--- config.mk ---
export PLATFORM = sky130hd
export DESIGN_NAME = read_image_v2_flat
export DESIGN_NICKNAME = d
export VERILOG_FILES = /design/src/rtl/read_image_v2_pkg.sv /design/src/rtl/read_image_v2_if.sv /design/src/rtl/read_image_v2_image_window_scanner.sv /design/src/rtl/read_image_v2.sv /design/src/flat_wrapper.sv
export SDC_FILE = /design/constraint.sdc
export NUM_CORES = 1
export LEC_CHECK = 0
export BUFFER_PORTS_ARGS = -buffer_cell sky130_fd_sc_hd__buf_2
export CAP_MARGIN = 5
export CORE_ASPECT_RATIO = 0.5
export CORE_MARGIN = 2
export CORE_UTILIZATION = 30
export CTS_BUF_LIST = sky130_fd_sc_hd__clkbuf_16
export CTS_CLUSTER_DIAMETER = 40
export DETAILED_ROUTE_END_ITERATION = 16
export GPL_ROUTABILITY_DRIVEN = 0
export PLACE_DENSITY = 0.58
export RECOVER_POWER = 50
export SYNTH_ARGS = -nofsm -noshare
export SYNTH_HDL_FRONTEND = slang
export SYNTH_SLANG_ARGS = --single-unit
--- constraint.sdc ---
create_clock -name clk -period 4.7 [get_ports clk]
set_input_delay 0.705 -clock clk [delete_from_list [all_inputs] [get_ports clk]]
set_output_delay 0.705 -clock clk [all_outputs]
set_load 0.01 [all_outputs]
--- src/rtl/read_image_v2_pkg.sv ---
// rtl/read_image_v2_pkg.sv - shared types and constants for the 3x3 binary median scanner
package read_image_v2_pkg;

    typedef enum logic [2:0] {
        IDLE = 3'd0,
        READ = 3'd1,
        WAIT = 3'd2,
        EVAL = 3'd3,
        DONE = 3'd4
    } scanStateT;

    localparam int WIN_SIZE    = 3;
    localparam int READ_CYCLES = WIN_SIZE * WIN_SIZE;
    localparam int PIPE_DEPTH  = 2;

endpackage

--- src/rtl/read_image_v2_if.sv ---
// rtl/read_image_v2_if.sv - pixel RAM read port: x/y address out, one data bit back
interface read_image_v2_if;
    logic [7:0] xAddressOut;
    logic [7:0] yAddressOut;
    logic       dataIn;

    modport master (output xAddressOut, output yAddressOut, input dataIn);
    modport slave  (input xAddressOut, input yAddressOut, output dataIn);
endinterface

--- src/rtl/read_image_v2_image_window_scanner.sv ---
// rtl/read_image_v2_image_window_scanner.sv - window origin and in-window counters, pixel address generation
module read_image_v2_image_window_scanner
    import read_image_v2_pkg::*;
#(
    parameter int IMG_W = 64,
    parameter int IMG_H = 64
) (
    input  logic       clk,
    input  logic       reset,
    input  logic       clear,
    input  logic       readEn,
    input  logic       advance,
    output logic [7:0] xAddress,
    output logic [7:0] yAddress,
    output logic       readDone,
    output logic       lastWindow
);
    localparam logic [7:0] LAST_X = 8'(IMG_W - WIN_SIZE);
    localparam logic [7:0] LAST_Y = 8'(IMG_H - WIN_SIZE);
    localparam logic [1:0] LAST_C = 2'(WIN_SIZE - 1);

    logic [7:0] windowOffset;
    logic [7:0] rowIndex;
    logic [1:0] windowColCount;
    logic [1:0] windowRowCount;

    always_ff @(posedge clk or negedge reset) begin
        if (!reset) begin
            windowOffset   <= '0;
            rowIndex       <= '0;
            windowColCount <= '0;
            windowRowCount <= '0;
        end else if (clear) begin
            windowOffset   <= '0;
            rowIndex       <= '0;
            windowColCount <= '0;
            windowRowCount <= '0;
        end else begin
            if (readEn) begin
                if (windowColCount == LAST_C) begin
                    windowColCount <= '0;
                    windowRowCount <= (windowRowCount == LAST_C) ? 2'd0 : windowRowCount + 2'd1;
                end else begin
                    windowColCount <= windowColCount + 2'd1;
                end
            end
            // The final origin is kept so the address outputs stay frozen in DONE.
            if (advance && !lastWindow) begin
                if (windowOffset == LAST_X) begin
                    windowOffset <= '0;
                    rowIndex     <= rowIndex + 8'd1;
                end else begin
                    windowOffset <= windowOffset + 8'd1;
                end
            end
        end
    end

    assign xAddress   = windowOffset + {6'd0, windowColCount};
    assign yAddress   = rowIndex + {6'd0, windowRowCount};
    assign readDone   = (windowColCount == LAST_C) && (windowRowCount == LAST_C);
    assign lastWindow = (windowOffset == LAST_X) && (rowIndex == LAST_Y);

endmodule

--- src/rtl/read_image_v2.sv ---
// rtl/read_image_v2.sv - binary 3x3 median filter engine scanning an external pixel RAM
module read_image_v2
    import read_image_v2_pkg::*;
#(
    parameter int IMG_W            = 64,
    parameter int IMG_H            = 64,
    parameter int MEDIAN_THRESHOLD = 4
) (
    input  logic               clk,
    input  logic               reset,
    input  logic               start,
    input  logic               init,
    read_image_v2_if.master    ram,
    output logic               medianDataOut,
    output logic [12:0]        activeWindows,
    output logic               fullImageDone
);
    scanStateT             state;
    scanStateT             nextState;
    logic                  readEn;
    logic                  waitEn;
    logic                  evalEn;
    logic                  readDone;
    logic                  lastWindow;
    logic                  waitCount;
    logic [PIPE_DEPTH-1:0] pipeValid;
    logic                  dataInSync1;
    logic [3:0]            windowSum;
    logic                  medianBit;
    logic [7:0]            xAddr;
    logic [7:0]            yAddr;

    read_image_v2_image_window_scanner #(
        .IMG_W (IMG_W),
        .IMG_H (IMG_H)
    ) scanner (
        .clk        (clk),
        .reset      (reset),
        .clear      (init),
        .readEn     (readEn),
        .advance    (evalEn),
        .xAddress   (xAddr),
        .yAddress   (yAddr),
        .readDone   (readDone),
        .lastWindow (lastWindow)
    );

    assign ram.xAddressOut = xAddr;
    assign ram.yAddressOut = yAddr;

    always_ff @(posedge clk or negedge reset) begin
        if (!reset) begin
            state <= IDLE;
        end else begin
            state <= nextState;
        end
    end

    always_comb begin
        nextState = state;
        if (init) begin
            nextState = IDLE;
        end else begin
            case (state)
                IDLE:    nextState = start ? READ : IDLE;
                READ:    nextState = readDone ? WAIT : READ;
                WAIT:    nextState = (waitCount == 1'(PIPE_DEPTH - 1)) ? EVAL : WAIT;
                EVAL:    nextState = lastWindow ? DONE : READ;
                DONE:    nextState = DONE;
                default: nextState = IDLE;
            endcase
        end
    end

    always_comb begin
        readEn        = 1'b0;
        waitEn        = 1'b0;
        evalEn        = 1'b0;
        fullImageDone = 1'b0;
        case (state)
            READ:    readEn = 1'b1;
            WAIT:    waitEn = 1'b1;
            EVAL:    evalEn = 1'b1;
            DONE:    fullImageDone = 1'b1;
            default: ;
        endcase
    end

    assign medianBit = int'(windowSum) > MEDIAN_THRESHOLD;

    // A sample is counted as it leaves dataInSync1; the valid tag trails the READ cycle by the RAM latency.
    always_ff @(posedge clk or negedge reset) begin
        if (!reset) begin
            pipeValid     <= '0;
            dataInSync1   <= 1'b0;
            windowSum     <= '0;
            waitCount     <= 1'b0;
            medianDataOut <= 1'b0;
            activeWindows <= '0;
        end else if (init) begin
            pipeValid     <= '0;
            dataInSync1   <= 1'b0;
            windowSum     <= '0;
            waitCount     <= 1'b0;
            activeWindows <= '0;
        end else begin
            pipeValid   <= {pipeValid[PIPE_DEPTH-2:0], readEn};
            dataInSync1 <= ram.dataIn;
            waitCount   <= waitEn ? waitCount + 1'b1 : 1'b0;
            if (evalEn) begin
                medianDataOut <= medianBit;
                if (medianBit) begin
                    activeWindows <= activeWindows + 13'd1;
                end
                windowSum <= '0;
            end else if (pipeValid[PIPE_DEPTH-1] && dataInSync1) begin
                windowSum <= windowSum + 4'd1;
            end
        end
    end

endmodule

--- src/flat_wrapper.sv ---
// flat-port wrapper written by rule: the top's interface ports become plain ports
module read_image_v2_flat import read_image_v2_pkg::*;
#(
    parameter int IMG_W            = 64,
    parameter int IMG_H            = 64,
    parameter int MEDIAN_THRESHOLD = 4
)
  (clk, reset, start, init, medianDataOut, activeWindows, fullImageDone, ram_xAddressOut, ram_yAddressOut, ram_dataIn);
  read_image_v2_if ram_i ();
  input  logic clk;
  input  logic reset;
  input  logic start;
  input  logic init;
  output logic medianDataOut;
  output logic [12:0] activeWindows;
  output logic fullImageDone;
  output wire logic [$bits(ram_i.xAddressOut)-1:0] ram_xAddressOut;
  output wire logic [$bits(ram_i.yAddressOut)-1:0] ram_yAddressOut;
  input wire logic [$bits(ram_i.dataIn)-1:0] ram_dataIn;
  assign ram_xAddressOut = ram_i.xAddressOut;
  assign ram_yAddressOut = ram_i.yAddressOut;
  assign ram_i.dataIn = ram_dataIn;
  read_image_v2 #(.IMG_W(IMG_W), .IMG_H(IMG_H), .MEDIAN_THRESHOLD(MEDIAN_THRESHOLD)) u_core (.clk(clk), .reset(reset), .start(start), .init(init), .ram(ram_i), .medianDataOut(medianDataOut), .activeWindows(activeWindows), .fullImageDone(fullImageDone));
endmodule
==> results.py, run 1 <==
metrics = {
    "min_path": {
        "hold_class": "flop to flop",
    },
    "finish": {
        "final_util_pct": 34.9,
        "seqCellArea_um2": 1130,
        "syn_to_final_growth_pct": 13.8,
        "diodes": 0,
        "drive_above_1_share_pct": 13.8,
        "multi_input_area_um2": 1400,
        "final_nets": 321,
        "fill_cells": 908,
    },
    "grt": {
        "grt_pass1_vias": 2128,
        "use_met2_pct": 21.3,
        "antenna_found_initial": 0,
        "grtUsageTotal_pct": 12.7,
        "top_usage_layer": "met2",
        "grt_use_met1_pct": 16.1,
        "grt_pass1_wl_um": 9860,
        "globalRouteOverflowTotal": 0,
        "grtUsageMet3_pct": 2.94,
        "grt_start_max_net_pins": 49,
    },
    "status": {
        "violations": "max-capacitance violations, max-slew violations",
        "status": "finished, violations left",
    },
    "route": {
        "routedWlPerCell_um": 13.5,
        "drtAntennaViolNets": 0,
        "drt_iter0_drc": 197,
        "drt-pass1-iter-count": 4,
        "routed_wl_um": 5670,
        "viasPerCell": 4.96,
        "drt_drc_violations_left": 0,
        "num_vias": 2089,
    },
    "logic_synthesis": {
        "syn_inst": 277,
        "synthTopCellsByArea": "dfrtp_1 (42%), ha_1 (5.2%), xor2_1 (4.3%)",
        "yosysTopAreaCellShare_pct": 42.4,
        "yosysWarnings": 0,
        "synth_commonest_cells": "dfrtp_1 (45), nor2_1 (26), a21oi_1 (20), nand2_1 (16), xor2_1 (13)",
        "synth_top_cell_by_area": "dfrtp_1",
        "synth_nets": 295,
        "synthFlopType": "dfrtp_1",
        "ys_seq_elements": 45,
        "yosysSeqAreaShare_pct": 42.4,
        "synth-edff-count": 0,
        "yosysMostFrequentCell": "dfrtp_1",
        "async_flop_share_pct": 100,
        "ys_types": 51,
        "netlist_area_um2": 2660,
        "synth.avg_cell_area_um2": 9.59,
    },
    "power": {
        "power_density_nw_per_um2": 255,
        "ir_drop_v": 0.000141,
        "power.leakage_nw": 1.35,
        "finalPower_mw": 0.771,
    },
    "clocking": {
        "cts_made_buffers": 5,
        "postCtsSetupRepairBufs": 0,
        "cts_tree": "built",
        "htreeDepth": 2,
        "clk_latency_ns": 0.28,
        "clock-sinks": 45,
        "cts.hold.buffers_added": 0,
        "path_clk_slew_ns": 0.06,
        "cts_root_buffer": "clkbuf_16",
        "post_cts_resized": 0,
        "max-clock-path-buffers": 2,
    },
    "critical_path": {
        "critPathLaunchType": "flop",
        "cpPeakStageDelay_ns": 0.46,
        "cp_cell_sequence": "ha_1 -> inv_1 -> fa_1 -> nor2_1 -> xor2_1 -> buf_2",
        "crit_fanout": 6,
        "crit_required_ns": 3.99,
        "crit_arrival_ns": 1.93,
        "crit_path_end_kind": "output port",
        "crit_type": "flop to output port",
        "slowest_stage": "dfrtp_1",
        "cp_top_family": "adder cells",
        "crit_buf_inv": 2,
    },
    "timing": {
        "holdWs_ns": 0.441,
        "rsz0062_at_grt": "false",
        "fin_setup_tns_ns": 0,
        "max_freq_mhz": 379,
        "timing.final.crit_share_pct": 56.1,
        "setup_viol": 0,
        "worst_pin_slew_ns": 2.48,
        "post-route-min-period_ns": 2.64,
        "timing_hold_violations_final": 0,
        "timing.slew.headroom_pct": -65.5,
        "maxSlewViolCount": 95,
        "skew_ns": 0.00394,
    },
    "die": {
        "dieArea_um2": 9670,
        "num_rows": 24,
        "dieHeight_um": 70.5,
        "core_area_um2": 8650,
        "io_pins": 36,
        "start_util_pct": 30.7,
        "die_width_um": 137,
    },
    "flow_run": {
        "cap_violations": 2,
    },
    "placed_design": {
        "io_buffers": 35,
        "place_hpwl_um": 3950,
    },
}
power breakdown:
part           switching (mW)  total [mW]  internal (mW)
combinational          0.0244      0.0360         0.0116
sequential            0.00715       0.400          0.393
clock                   0.142       0.335          0.193
kinds of logic after synthesis:
| kind of cell | count (synthesis) | share of synthesized area (%) |
|---|---|---|
| compound gates | 55 | 13.4 |
| xor+xnor | 23 | 7.58 |
| fa+ha+maj | 13 | 6.69 |
| buf+inv | 27 | 4.85 |
| flops | 45 | 42.4 |
| mux | 6 | 2.31 |
| simple gates | 108 | 22.8 |
path summary, 6_finish.rpt:
path / cells past startpoint / start / to / slack (ns)
worst min-delay path: 1 / u_core.waitCount / u_core.waitCount / 0.44
worst max-delay path: 6 / u_core.scanner.windowOffset[0] / ram_xAddressOut[4] / 2.06
worst max register to register: 4 / u_core.state[1] / u_core.scanner.rowIndex[7] / 2.37
max in group asynchronous: 1 / reset / u_core.state[1] / 2.10
worst min register to register: 1 / u_core.waitCount / u_core.waitCount / 0.44
min in group asynchronous: 1 / reset / u_core.windowSum[1] / 1.19
cells in the final DEF, fill, tap and decap left out, drive strengths merged, types with 3 or more instances in the layout:
| cell type | instances |
|---|---|
| o2111ai | 5 |
| nor2 | 26 |
| inv | 12 |
| o21ai | 12 |
| nand3 | 10 |
| dfrtp | 45 |
| clkbuf | 11 |
| and2 | 3 |
| nor2b | 5 |
| mux2i | 5 |
| a21oi | 20 |
| nand4 | 4 |
| o31ai | 6 |
| nand2 | 16 |
| nand2b | 5 |
| buf | 29 |
| ha | 11 |
| or3 | 8 |
| nor4 | 5 |
| nor3b | 3 |
| xnor2 | 10 |
| xor2 | 13 |
| or4 | 5 |
| nor3 | 8 |
layer usage:
| metal | up-vias | share of wire, % | wire length (um) |
|---|---|---|---|
| met3 | 7 | 3.0 | 169 |
| li1 | 1044 | - | - |
| met4 | 0 | 1.2 | 70 |
| met2 | 27 | 47 | 2680 |
| met5 | - | 0 | 0 |
| met1 | 1011 | 48 | 2750 |
flip-flops by register name (all words and copies together), names as in the netlist:
register / flops
u_core.pipeValid: 2
u_core.medianDataOut: 1
u_core.scanner.rowIndex: 8
u_core.state: 3
u_core.scanner.windowRowCount: 2
u_core.scanner.windowColCount: 2
u_core.waitCount: 1
u_core.activeWindows: 13
u_core.dataInSync1: 1
u_core.windowSum: 4
u_core.scanner.windowOffset: 8
area by class of cell:
| type | count | share of cell area, % |
|---|---|---|
| Inverter | 11 | 1.37 |
| Sequential cell | 45 | 37.3 |
| Clock buffer | 5 | 4.14 |
| Multi-Input combinational cell | 205 | 46.4 |
| Clock inverter | 3 | 0.455 |
| Timing Repair Buffer | 35 | 5.55 |
| Tap cell | 117 | 4.84 |
through the flow:
step / cell area (um2) / setup WS [ns] / cells
after floorplan: 2660 / 2.59 / 277
after global placement: 2890 / 2.43 / 413
after detailed placement: 2890 / 2.37 / 413
after CTS: 3030 / 2.04 / 421
after global routing: 3020 / 1.48 / 421
final: 3020 / 2.06 / 421
Note: power is estimated with default switching activity, not from simulation.
==> run 2: changes to the inputs <==
PLACE_DENSITY = 0.6   (was 0.58)
clock period = 2.2 ns   (was 4.7 ns; I/O delays follow)
==> run 2 against run 1 <==
The flow still finishes with violations (max-capacitance violations, max-slew violations). Clock-buffer cell count unchanged. Routed wire length rose by 0.83%. Global-route usage decreased by 0.11 points. Worst hold slack lost 0.15 ns. Die area is the same. Setup slack lost 2.0 ns. Clock skew increased by 0.0015 ns. Register-to-register slack worse by 2.2 ns. Largest power group unchanged. Power is 110% higher. First-iteration DRC count down 35%. Final cell count up 3.6%. Non-clock buffer count rose by 16.
==> results.py, run 2 (synthesis results as in run 1) <==
metrics = {
    "critical_path": {
        "slowest_stage": "dfrtp_1",
        "critPathLaunchType": "flop",
        "crit_arrival_ns": 1.79,
        "crit_required_ns": 1.87,
        "cpPeakStageDelay_ns": 0.40,
        "cp_cell_sequence": "ha_2 -> inv_1 -> fa_2 -> nor2_1 -> xor2_1 -> buf_2",
        "crit_path_end_kind": "output port",
        "rrSetupSlack_ns": 0.18,
        "crit_fanout": 5,
        "crit_type": "flop to output port",
    },
    "timing": {
        "fin_setup_tns_ns": 0,
        "setup_viol": 0,
        "maxSlewViolCount": 34,
        "worst_pin_slew_ns": 1.52,
        "post-route-min-period_ns": 2.12,
        "max_freq_mhz": 472,
        "holdWs_ns": 0.291,
        "timing_hold_violations_final": 0,
        "timing.slew.headroom_pct": -1.32,
        "final.setup.worst_slack_ns": 0.0835,
        "skew_ns": 0.00541,
        "timing.final.crit_share_pct": 96.2,
    },
    "clocking": {
        "clk_latency_ns": 0.28,
        "cts_made_buffers": 5,
        "max-clock-path-buffers": 2,
        "path_clk_slew_ns": 0.06,
        "clock-sinks": 45,
        "cts.hold.buffers_added": 0,
        "htreeDepth": 2,
        "cts_root_buffer": "clkbuf_16",
        "cts_tree": "built",
    },
    "grt": {
        "grt_start_max_net_pins": 46,
        "globalRouteOverflowTotal": 0,
        "grtUsageTotal_pct": 12.6,
        "antenna_found_initial": 0,
        "grt_pass1_wl_um": 9740,
        "grt_pass1_vias": 2046,
    },
    "finish": {
        "largest_register_ffs": 13,
        "layout_common_cells": "dfrtp_1 (43), nor2_1 (25), buf_2 (22)",
        "diodes": 0,
        "fill_cells": 883,
        "fin_cells": 436,
        "largest_registers": "u_core.activeWindows x13, u_core.scanner.rowIndex x8, u_core.scanner.windowOffset x8",
        "mostFrequentLayoutCell": "dfrtp_1",
        "drive_above_1_share_pct": 17.2,
        "final_util_pct": 36.4,
        "final_nets": 337,
        "syn_to_final_growth_pct": 18.4,
        "finalInstanceArea_um2": 3140,
        "top_register": "u_core.activeWindows",
    },
    "min_path": {
        "hold_class": "primary input to flop",
    },
    "placed_design": {
        "place_area_um2": 2970,
        "dp.cells": 424,
        "io_buffers": 35,
        "place_hpwl_um": 3920,
        "place_ws_ns": 0.152,
    },
    "route": {
        "routedWlPerCell_um": 13.1,
        "routed_wl_um": 5720,
        "drt_drc_violations_left": 0,
        "drtAntennaViolNets": 0,
        "viasPerCell": 4.92,
        "num_vias": 2147,
        "drt-pass1-iter-count": 4,
        "drt_iter0_drc": 128,
    },
    "status": {
        "violations": "max-capacitance violations, max-slew violations",
        "status": "finished, violations left",
    },
    "power": {
        "power.leakage_nw": 1.38,
        "finalPower_mw": 1.64,
        "ir_drop_v": 0.000249,
        "power_density_nw_per_um2": 521,
    },
    "die": {
        "start_util_pct": 30.7,
        "dieHeight_um": 70.5,
        "num_rows": 24,
        "die_width_um": 137,
        "dieArea_um2": 9670,
        "io_pins": 36,
        "core_area_um2": 8650,
    },
    "flow_run": {
        "cap_violations": 1,
    },
}
-- run 2: what timing repair did --
action,4_1_cts,5_1_grt
pin swaps,0,4
resized for setup,1,7
setup buffers,0,5
setup endpoints to repair,2,8
-- run 2: final cells by class --
| class | count | area [um2] | share of cell area (%) |
|---|---|---|---|
| inverter | 11 | 41.3 | 1.31 |
| tap | 117 | 146 | 4.66 |
| clock inverter | 2 | 7.51 | 0.239 |
| sequential | 45 | 1130 | 35.9 |
| clock buffer | 5 | 125 | 3.98 |
| multi-input combinational | 205 | 1420 | 45.2 |
| timing repair buffer | 51 | 273 | 8.67 |
-- run 2: worst paths after layout --
path / to / from / cells past startpoint
min in group asynchronous: u_core.windowSum[1] / reset / 2
setup reg to reg: u_core.scanner.rowIndex[5] / u_core.scanner.windowOffset[1] / 6
hold reg to reg: u_core.waitCount / u_core.waitCount / 1
setup / recovery: ram_xAddressOut[6] / u_core.scanner.windowColCount[0] / 6
hold / removal: u_core.dataInSync1 / ram_dataIn / 2
max in group asynchronous: u_core.scanner.rowIndex[0] / reset / 2
-- run 2: critical path, delay by kind of cell (launching register included) --
family,cells,cell delay [ns]
adder cells (fa/ha/maj),2,0.60
XOR/XNOR,1,0.16
buffers and inverters,2,0.21
flip-flops,1,0.40
AND/OR/NAND/NOR,1,0.15
-- run 2: metal layers --
metal  part of all wire (%)  global-route usage, %
met5                      0                      0
met4                    1.0                   3.78
met3                    3.0                   2.51
met2                     43                   19.1
met1                     52                   18.2
-- run 2: where the power goes --
group	switching, mW	internal (mW)
Clock	0.296	0.407
Combinational	0.0535	0.0275
Sequential	0.0152	0.840
==> run 3: changes to the inputs <==
GPL_TIMING_DRIVEN = 0   (was not set)
==> run 3 against run 2 <==
The flow now finishes without violations. Clock power grew 20%. Sequential share of layout area is 0.52 points lower. Fmax is 0.21% higher. Core utilization grew 0.58 points. Sequential power is 1% lower. Worst hold slack worse by 0.026 ns. Final cell count up 1.8%. Routed wire length increased by 2.9%. Power grew 9.2%. Critical path depth did not move. Global-route usage rose by 0.35 points. Die area stayed put. Largest cell class unchanged.
==> results.py, run 3 (synthesis results as in run 1) <==
metrics = {
    "finish": {
        "largest_register_ffs": 13,
        "largest_registers": "u_core.activeWindows x13, u_core.scanner.rowIndex x8, u_core.scanner.windowOffset x8",
        "diodes": 0,
        "syn_to_final_growth_pct": 20.3,
        "top_register": "u_core.activeWindows",
        "fill_cells": 915,
        "mostFrequentLayoutCell": "dfrtp_1",
        "final_nets": 344,
        "drive_above_1_share_pct": 17.4,
        "fin_cells": 444,
        "layout_common_cells": "dfrtp_1 (42), nor2_1 (25), buf_2 (24)",
    },
    "timing": {
        "timing.slew.headroom_pct": 23.6,
        "timing_hold_violations_final": 0,
        "worst_pin_slew_ns": 1.15,
        "rsz0062_at_grt": "false",
        "post-route-min-period_ns": 2.11,
        "maxSlewViolCount": 0,
        "skew_ns": 0.00286,
        "fin_setup_tns_ns": 0,
        "setup_viol": 0,
        "timing.final.crit_share_pct": 96.0,
        "max_freq_mhz": 473,
    },
    "placed_design": {
        "io_buffers": 35,
        "dp.cells": 429,
        "place_hpwl_um": 4120,
    },
    "die": {
        "dieHeight_um": 70.5,
        "start_util_pct": 30.7,
        "num_rows": 24,
        "core_area_um2": 8650,
        "dieArea_um2": 9670,
        "io_pins": 36,
        "die_width_um": 137,
    },
    "power": {
        "power_density_nw_per_um2": 560,
        "power.leakage_nw": 1.41,
        "ir_drop_v": 0.000352,
        "finalPower_mw": 1.79,
    },
    "critical_path": {
        "crit_fanout": 6,
        "crit_type": "flop to output port",
        "crit_required_ns": 1.87,
        "critPathLaunchType": "flop",
        "crit_path_end_kind": "output port",
        "crit_arrival_ns": 1.78,
    },
    "route": {
        "num_vias": 2159,
        "drtAntennaViolNets": 0,
        "viasPerCell": 4.86,
        "drt_iter0_drc": 118,
        "routed_wl_um": 5890,
        "drt-pass1-iter-count": 4,
        "routedWlPerCell_um": 13.3,
        "drt_drc_violations_left": 0,
    },
    "grt": {
        "grt_pass1_wl_um": 10100,
        "antenna_found_initial": 0,
        "globalRouteOverflowTotal": 0,
        "grtUsageTotal_pct": 12.9,
        "grt_start_max_net_pins": 46,
        "grt_pass1_vias": 2107,
    },
    "clocking": {
        "cts_tree": "built",
        "cts_made_buffers": 5,
        "clock-sinks": 45,
        "cts_root_buffer": "clkbuf_16",
        "cts.hold.buffers_added": 0,
        "htreeDepth": 2,
        "max-clock-path-buffers": 2,
        "path_clk_slew_ns": 0.06,
        "clk_latency_ns": 0.28,
    },
    "status": {
        "status": "complete, no violations",
    },
    "min_path": {
        "hold_class": "primary input to async pin",
    },
    "flow_run": {
        "cap_violations": 0,
    },
}
-- run 3: cell types whose count changed in the layout (fill, tap and decap cells not counted), sizes merged --
cell / change
clkbuf: +6
bufinv: +1
buf: +1
-- run 3: routing by layer --
| metal | global-route usage [%] | up-vias | part of all wire [%] | wire [um] |
|---|---|---|---|---|
| met3 | 2.44 | 2 | 2.6 | 155 |
| met2 | 20.7 | 24 | 47 | 2740 |
| li1 | - | 1091 | - | - |
| met1 | 18.2 | 1042 | 50 | 2970 |
| met5 | 0 | - | 0 | 0 |
| met4 | 2.98 | 0 | 0.37 | 22 |
-- run 3: area by class of cell --
| type | instances | area (um2) | area share [%] |
|---|---|---|---|
| plain buffers | 16 | 86.3 | 2.70 |
| clock buffers | 5 | 125 | 3.92 |
| clock inverters | 3 | 42.5 | 1.33 |
| inverters | 11 | 41.3 | 1.29 |
| multi-input cells | 205 | 1410 | 44.1 |
| flip-flops and latches | 45 | 1130 | 35.4 |
| well taps | 117 | 146 | 4.58 |
| repair buffers | 42 | 213 | 6.66 |
-- run 3: worst max-delay path, stage by stage (launching register included) --
cell     delay [ns]
dfrtp_2        0.41
ha_1           0.18
inv_1          0.06
fa_2           0.38
nor2_1         0.15
xor2_1         0.17
buf_2          0.15
-- run 3: where the power goes --
group          switching [mW]  internal, mW  total (mW)
clock                   0.313         0.534       0.847
combinational          0.0656        0.0322      0.0978
sequential            0.00615         0.839       0.846
total                   0.385          1.41        1.79
-- run 3: worst paths after layout --
check | cells past startpoint | slack [ns] | start | to
min | 1 | 0.27 | reset | u_core.windowSum[0]
max | 6 | 0.09 | u_core.scanner.windowOffset[0] | ram_xAddressOut[6]
max reg2reg | 7 | 0.15 | u_core.scanner.windowOffset[1] | u_core.scanner.windowOffset[2]
min reg2reg | 1 | 0.43 | u_core.waitCount | u_core.waitCount
min in group clk | 2 | 0.28 | ram_dataIn | u_core.dataInSync1
max in group asynchronous | 1 | 1.15 | reset | u_core.scanner.rowIndex[0]
-- run 3: metrics by stage --
step	worst slack, ns	utilization (%)	cell area, um2	hold slack (ns)
2_1_floorplan	0.352	-	2660	0.0344
3_3_place_gp	0.0763	34.4	2980	0.425
3_5_place_dp	0.0552	34.4	2980	0.429
4_1_cts	0.0308	36.4	3150	0.274
5_1_grt	0.00838	36.9	3190	0.292
6_report	0.0879	36.9	3190	0.266
-- run 3: repair_timing --
action                     4_1_cts  5_1_grt
setup endpoints to repair        2       11
gates resized for setup          2        5
pin swaps                        0        1
buffers inserted                 0        7
